<file path="src/rtl/lsu_mem_stage.sv">
// Load/store unit memory stage: one req/gnt/rvalid data-bus transaction per op,
// with lane steering, load extension, alignment/funct3 checks and a bus timeout.
//
// state | meaning
// IDLE  | ready for a new op (ex_ready=1)
// REQ   | dmem_req held, waiting for gnt
// WAIT  | load granted, waiting for rvalid
// DONE  | result captured; wb_valid issues on the following cycle
module lsu_mem_stage #(
    parameter int TIMEOUT = 255,
    parameter int CNT_W   = 8
) (
    input  logic        clk,
    input  logic        rst,
    input  logic        ex_valid,
    output logic        ex_ready,
    input  logic        is_load,
    input  logic        is_store,
    input  logic [2:0]  funct3,
    input  logic [31:0] alu_c,
    input  logic [31:0] rs2_data,
    input  logic [4:0]  rd_idx,
    output logic        dmem_req,
    output logic        dmem_we,
    output logic [31:0] dmem_addr,
    output logic [3:0]  dmem_be,
    output logic [31:0] dmem_wdata,
    input  logic        dmem_gnt,
    input  logic        dmem_rvalid,
    input  logic [31:0] dmem_rdata,
    output logic        wb_valid,
    output logic        wb_we,
    output logic [4:0]  wb_rd,
    output logic [31:0] wb_data,
    output logic [1:0]  err_code,
    output logic        lsu_busy
);

    typedef enum logic [1:0] {IDLE, REQ, WAIT, DONE} state_t;

    localparam logic [CNT_W-1:0] TMO = CNT_W'(TIMEOUT);

    state_t           state, nxt;
    logic [CNT_W-1:0] cnt, cnt_n;
    logic [1:0]       err_q, err_n;
    logic [31:0]      res_q, res_n;
    logic [1:0]       lane_q;
    logic [2:0]       f3_q;
    logic [4:0]       rd_q;
    logic             ld_q;
    logic             accept, illegal, misal;
    logic [3:0]       be_n;
    logic [31:0]      wdata_n, lane_data, ext_data;

    assign accept = ex_valid && (is_load || is_store);

    // Decode of the presented op: legality, alignment, lane enables and store data.
    always_comb begin
        illegal = is_load ? (funct3 == 3'd3 || funct3[2:1] == 2'b11) : (funct3 > 3'd2);
        misal   = 1'b0;
        be_n    = 4'hF;
        wdata_n = rs2_data;
        case (funct3[1:0])
            2'd0: begin
                be_n    = 4'b0001 << alu_c[1:0];
                wdata_n = {4{rs2_data[7:0]}};
            end
            2'd1: begin
                misal   = alu_c[0];
                be_n    = 4'b0011 << {alu_c[1], 1'b0};
                wdata_n = {2{rs2_data[15:0]}};
            end
            default: misal = (alu_c[1:0] != 2'b00);
        endcase
    end

    // Load lane select and sign/zero extension against the latched address/size.
    always_comb begin
        lane_data = dmem_rdata >> {lane_q, 3'b000};
        case (f3_q)
            3'd0:    ext_data = {{24{lane_data[7]}}, lane_data[7:0]};
            3'd1:    ext_data = {{16{lane_data[15]}}, lane_data[15:0]};
            3'd2:    ext_data = dmem_rdata;
            3'd4:    ext_data = {24'd0, lane_data[7:0]};
            3'd5:    ext_data = {16'd0, lane_data[15:0]};
            default: ext_data = 32'd0;
        endcase
    end

    // Next-state logic; the timeout check sits ahead of gnt/rvalid so it wins a tie.
    always_comb begin
        nxt   = state;
        cnt_n = cnt;
        err_n = err_q;
        res_n = res_q;
        case (state)
            IDLE: begin
                if (accept) begin
                    res_n = 32'd0;
                    cnt_n = '0;
                    if (illegal) begin
                        nxt   = DONE;
                        err_n = 2'd3;
                    end else if (misal) begin
                        nxt   = DONE;
                        err_n = 2'd1;
                    end else begin
                        nxt   = REQ;
                        err_n = 2'd0;
                    end
                end
            end
            REQ: begin
                if (cnt == TMO) begin
                    nxt   = DONE;
                    err_n = 2'd2;
                end else begin
                    cnt_n = cnt + 1'b1;
                    if (dmem_gnt) nxt = ld_q ? WAIT : DONE;
                end
            end
            WAIT: begin
                if (cnt == TMO) begin
                    nxt   = DONE;
                    err_n = 2'd2;
                end else begin
                    cnt_n = cnt + 1'b1;
                    if (dmem_rvalid) begin
                        nxt   = DONE;
                        res_n = ext_data;
                    end
                end
            end
            default: nxt = IDLE;
        endcase
    end

    // State, op context and registered outputs; bus outputs track the next state.
    always_ff @(posedge clk) begin
        if (rst) begin
            state      <= IDLE;
            cnt        <= '0;
            err_q      <= 2'd0;
            res_q      <= 32'd0;
            lane_q     <= 2'd0;
            f3_q       <= 3'd0;
            rd_q       <= 5'd0;
            ld_q       <= 1'b0;
            ex_ready   <= 1'b1;
            lsu_busy   <= 1'b0;
            dmem_req   <= 1'b0;
            dmem_we    <= 1'b0;
            dmem_addr  <= 32'd0;
            dmem_be    <= 4'd0;
            dmem_wdata <= 32'd0;
            wb_valid   <= 1'b0;
            wb_we      <= 1'b0;
            wb_rd      <= 5'd0;
            wb_data    <= 32'd0;
            err_code   <= 2'd0;
        end else begin
            state    <= nxt;
            cnt      <= cnt_n;
            err_q    <= err_n;
            res_q    <= res_n;
            ex_ready <= (nxt == IDLE);
            lsu_busy <= (nxt != IDLE);
            dmem_req <= (nxt == REQ);
            if (state == IDLE && accept) begin
                lane_q <= alu_c[1:0];
                f3_q   <= funct3;
                rd_q   <= rd_idx;
                ld_q   <= is_load;
                if (nxt == REQ) begin
                    dmem_we    <= is_store;
                    dmem_addr  <= {alu_c[31:2], 2'b00};
                    dmem_be    <= be_n;
                    dmem_wdata <= wdata_n;
                end
            end
            wb_valid <= (state == DONE);
            wb_we    <= 1'b0;
            if (state == DONE) begin
                wb_rd    <= rd_q;
                wb_data  <= res_q;
                err_code <= err_q;
                wb_we    <= ld_q && (err_q == 2'd0) && (rd_q != 5'd0);
            end
        end
    end

endmodule
</file>
<file path="config.mk">
export PLATFORM = sky130hd
export DESIGN_NAME = lsu_mem_stage
export DESIGN_NICKNAME = d
export VERILOG_FILES = /design/src/rtl/lsu_mem_stage.sv
export SDC_FILE = /design/constraint.sdc
export NUM_CORES = 1
export LEC_CHECK = 0
export BUFFER_PORTS_ARGS = -buffer_cell sky130_fd_sc_hd__buf_2
export CAP_MARGIN = 0
export CORE_ASPECT_RATIO = 2
export CORE_UTILIZATION = 55
export CTS_BUF_LIST = sky130_fd_sc_hd__clkbuf_8
export CTS_CLUSTER_DIAMETER = 80
export CTS_CLUSTER_SIZE = 30
export DETAILED_ROUTE_END_ITERATION = 12
export GPL_ROUTABILITY_DRIVEN = 0
export GPL_TIMING_DRIVEN = 0
export PLACE_DENSITY = 0.82
export SETUP_SLACK_MARGIN = 0.1
export SLEW_MARGIN = 5
export SYNTH_ARGS = -nofsm -noshare
export SYNTH_HDL_FRONTEND = slang
export SYNTH_SLANG_ARGS = --single-unit
</file>
<file path="constraint.sdc">
create_clock -name clk -period 3.71 [get_ports clk]
set_input_delay 0.742 -clock clk [delete_from_list [all_inputs] [get_ports clk]]
set_output_delay 0.742 -clock clk [all_outputs]
set_load 0.03 [all_outputs]
</file>
==> run summary <==
The unique cell type count in the Yosys netlist was 48; the maximum number of pins on one net before global-route repair was 17. Of the cells placed in the final design, the portion with a size suffix greater than 1 is 25.40%. For this run the aggregate overflow at the end of global routing stands at 0.

For this run, the number of Yosys warnings is 0. Critical register-to-register path endpoint: res_q[31]$_SDFFE_PP0P_. The met1 capacity usage during global routing is 29.68%, and the die extent in y is 162.0 um. Using the TritonRoute via totals, the vias-per-cell ratio works out to 5.692.

The leading cell type in the layout, fill and taps excluded is sky130_fd_sc_hd__buf_2. The worst register-to-register path has a depth of 9. In this run the worst path has a maximum fanout of 10. Setup repair after global routing left no endpoint under its margin.

The logs give 166 for the number of sinks handled by clock tree synthesis and 47.23% for the share of synthesized area occupied by flip-flops and latches. The path with the worst hold slack has its endpoint at dmem_wdata[24]$_SDFFE_PP0P_. In the final timing run, aggregate negative setup slack is 0 ps. TritonCTS built the clock tree.

The met3 global-route usage was 6.461%; the count of endpoints failing setup in the final report was 0. The tools report the placement row count as 58. For this run, the leading register cell type out of synthesis is sky130_fd_sc_hd__dfxtp_1.

The worst hold path stage count works out to 2. The tools report the final count of pins violating max slew as 0. The wire length of the first global-routing pass is 31.24 mm. After synthesis the cells add up to 7035 um^2.

In this run, CTS created clock tree buffers numbering 17. The run gives 5 as the number of iterations in the first detailed-routing pass. The floorplan step defined a die boundary enclosing 13280 um^2. The startpoint identified for the worst register-to-register timing path is cnt[0]$_SDFFE_PP0P_.

In this run the deepest clock path goes through 2 buffers. Max-cap violations in this run came to 0. Share of the cycle needed by the critical path after routing: 68.35%. CTS placed an instance of sky130_fd_sc_hd__clkbuf_8 at the clock tree root.

The die boundary width is 81.98 um. In the synthesized netlist the async set-or-reset flop fraction comes to 0%. The synthesized area per cell works out to 8.686 um^2. The finished cells cover 8766 um^2. The number of synthesized flops with an enable pin was 0; the number of levels in the clock H-tree was 4. Buffers added to address setup during post-CTS repair amount to 0. In the layout the commonest cells are sky130_fd_sc_hd__buf_2, sky130_fd_sc_hd__dfxtp_1, sky130_fd_sc_hd__nand2_1, sky130_fd_sc_hd__a21oi_1, sky130_fd_sc_hd__nor2_1. The power density normalized to cell area was 537.5 nW/um^2; the via count of the first global-routing pass was 6476. The placed instances occupy a cell area of 8328 um^2. The later pin in the worst-skew pair is clocked with a latency of 460 ps.

Once the floorplan was initialized, standard cells occupied 56.04% of the core. Global-route usage over all layers: 31.27%. Across the routed clock network, the largest skew measured is 17.37 ps. Derived from the worst setup path, the maximum achievable clock frequency is 0.3944 GHz. The final route contains 6916 vias.

The final-report hold violation count is 0. The critical path in this run is classified as flop to flop. The post-detailed-route count of antenna-violating nets came out at 0. The cell taking the most area after synthesis was sky130_fd_sc_hd__dfxtp_1. By area the synthesized netlist is led by sky130_fd_sc_hd__dfxtp_1, sky130_fd_sc_hd__mux2i_1, sky130_fd_sc_hd__nand2_1, sky130_fd_sc_hd__a21oi_1, sky130_fd_sc_hd__nor2_1. The run gives 15.95 mm as the placed wire-length estimate after detailed placement. For the met2 routing resource usage after global routing, the log shows 57.44%. The CTS clock-pin slew for the worst setup and hold paths was 90 ps; the post-route total power was 4.712 mW. STA classifies the critical path startpoint as a flop.

The worst path needs 2536 ps of the cycle, external delays included. The run finished with clean final reports. The core outline area came out at 12550 um^2. Walking the worst path, the cells encountered are ha_1 -> and2_1 -> nand3_1 -> and4_1 -> clkbuf_1 -> nand2b_1 -> clkbuf_1 -> clkbuf_1 -> o2bb2ai_1. The delay of the slowest critical-path stage came out at 390 ps. Number of antenna violations at the first check in global routing: 2. Setup slack on the worst reg-to-reg path comes out at 1170 ps.

The most numerous cell type found on the critical path is sky130_fd_sc_hd__clkbuf_1. Routed length per placed instance: 17.06 um. The net count of the finished layout is 1168. Post-CTS repair changed the size of 0 cells. For this run, design rule violations remaining after detail routing come to 0.

Across the VDD grid, the largest voltage drop is 0.0003512 V. For this design, the slowest cell found on the critical path is sky130_fd_sc_hd__clkbuf_1. Input and output buffers added on the ports amount to 220.

The worst endpoint required time was 4030 ps; the relative area change from synthesis to final layout was 24.60%. Class of the worst hold path: flop to flop. Synthesis inferred 166 register bits. The worst setup path is captured at a flop. Detailed router's first-iteration violation count: 323. The startpoint identified for the worst hold timing path is dmem_wdata[24]$_SDFFE_PP0P_. The detailed-route wire length is 20.73 mm, and the arrival time of the worst setup path is 2860 ps.

The critical path starts at cnt[0]$_SDFFE_PP0P_. Measured slew at the worst slew-check pin: 758.9 ps. Pin placement for this block handled 224 I/O pins. After synthesis, the largest area contributor takes up 47.23% of total cell area. Counting tap cells, the placed design contains a total of 1181 instances. The leakage component of the power is 3.762 nW, and the post-synthesis cell count is 810. The filler-free cell count of the finished design came out at 1215. Measured against its own limit, the worst slew margin works out to 49.41%. Hold repair after CTS inserted 0 buffers. After global routing, the most crowded layer is met2.
==> synth_stat cells, types with 2 or more instances <==
| cell type | instances |
|---|---|
| sky130_fd_sc_hd__a211oi_1 | 12 |
| sky130_fd_sc_hd__a21o_1 | 4 |
| sky130_fd_sc_hd__a21oi_1 | 84 |
| sky130_fd_sc_hd__a221oi_1 | 2 |
| sky130_fd_sc_hd__a22o_1 | 15 |
| sky130_fd_sc_hd__a22oi_1 | 8 |
| sky130_fd_sc_hd__a311oi_1 | 10 |
| sky130_fd_sc_hd__a31oi_1 | 4 |
| sky130_fd_sc_hd__and2_1 | 9 |
| sky130_fd_sc_hd__and3_1 | 2 |
| sky130_fd_sc_hd__and4_1 | 2 |
| sky130_fd_sc_hd__buf_1 | 10 |
| sky130_fd_sc_hd__buf_2 | 7 |
| sky130_fd_sc_hd__buf_4 | 7 |
| sky130_fd_sc_hd__clkbuf_1 | 41 |
| sky130_fd_sc_hd__dfxtp_1 | 166 |
| sky130_fd_sc_hd__ha_1 | 7 |
| sky130_fd_sc_hd__inv_1 | 8 |
| sky130_fd_sc_hd__mux2i_1 | 66 |
| sky130_fd_sc_hd__nand2_1 | 148 |
| sky130_fd_sc_hd__nand2b_1 | 7 |
| sky130_fd_sc_hd__nand3_1 | 11 |
| sky130_fd_sc_hd__nand4_1 | 5 |
| sky130_fd_sc_hd__nor2_1 | 77 |
| sky130_fd_sc_hd__nor2b_1 | 13 |
| sky130_fd_sc_hd__nor3_1 | 4 |
| sky130_fd_sc_hd__o211a_1 | 2 |
| sky130_fd_sc_hd__o211ai_1 | 9 |
| sky130_fd_sc_hd__o21ai_0 | 22 |
| sky130_fd_sc_hd__o221ai_1 | 6 |
| sky130_fd_sc_hd__o2bb2ai_1 | 19 |
| sky130_fd_sc_hd__or2_2 | 2 |
| sky130_fd_sc_hd__xor2_1 | 6 |
==> registers in the layout (all words and copies together), names as in the netlist, 2 cells and up <==
name / cells
state: 2
dmem_addr: 30
dmem_be: 4
wb_rd: 5
res_q: 32
lane_q: 2
cnt: 8
wb_data: 32
dmem_wdata: 32
rd_q: 5
err_code: 2
err_q: 2
f3_q: 3
==> final cells by class <==
| class | count | area (um^2) |
|---|---|---|
| Clock buffer | 18 | 247.7 |
| Clock inverter | 14 | 185.2 |
| Timing Repair Buffer | 220 | 1101 |
| Inverter | 8 | 30.03 |
| Buffer | 65 | 279.0 |
| Sequential cell | 166 | 3323 |
| Tap cell | 150 | 187.7 |
| Multi-Input combinational cell | 572 | 3407 |
| Fill cell | 1073 | 3789 |
| Antenna cell | 2 | 5.005 |
==> through the flow <==
stage | hold WS (ps) | setup slack [ps] | util (%)
floorplan | 432.1 | 1483 | -
global placement | 438.7 | 1033 | 66.33
detailed placement | 443.2 | 991.1 | 66.33
CTS | 457.3 | 1243 | 69.78
global route | 473.2 | 931.8 | 69.82
finish | 456.9 | 1174 | 69.82
==> report_power, final <==
group	total (mW)	switching, mW	leakage [nW]	internal, mW
clock	1.43	0.729	0.214	0.702
combinational	1.27	0.844	2.20	0.422
sequential	2.01	0.0873	1.34	1.93
==> worst max-delay path: cells and delay by family (launching register included) <==
family | cells | cell delay (ps)
AO/OA/AOI/OAI | 1 | 150
flip-flops | 1 | 370
buffers and inverters | 3 | 840
AND/OR/NAND/NOR | 4 | 850
adder cells (fa/ha/maj) | 1 | 200
==> worst max-delay path by stage <==
| stage | to | slack, ps | cells after the start |
|---|---|---|---|
| final | res_q[31]$_SDFFE_PP0P_ | 1170 | 9 |
| after CTS | res_q[31]$_SDFFE_PP0P_ | 1240 | 9 |
| after detailed placement | res_q[31]$_SDFFE_PP0P_ | 990 | 9 |
| after global routing | res_q[31]$_SDFFE_PP0P_ | 930 | 9 |
| after floorplan | dmem_addr[13]$_SDFFE_PP0P_ | 1480 | 7 |
| after global placement | res_q[20]$_SDFFE_PP0P_ | 1030 | 9 |
==> kinds of logic after synthesis <==
| family | synth area share (%) |
|---|---|
| AOI/OAI and AO/OA | 19.30 |
| xor gates and xnor gates | 0.7469 |
| adders and majority gates | 1.245 |
| buffers and inverters | 4.393 |
| DFF | 47.23 |
| muxes | 9.710 |
| other | 0.05330 |
| and+or+nand+nor | 17.32 |
==> routing by layer <==
layer  part of all wire [%]  vias to the layer above
met5                      0                        -
met2                     53                      340
li1                       -                     3313
met4                    6.0                        0
met3                    6.4                       84
met1                     35                     3179
No activity file was read; power rests on OpenSTA's default activity.
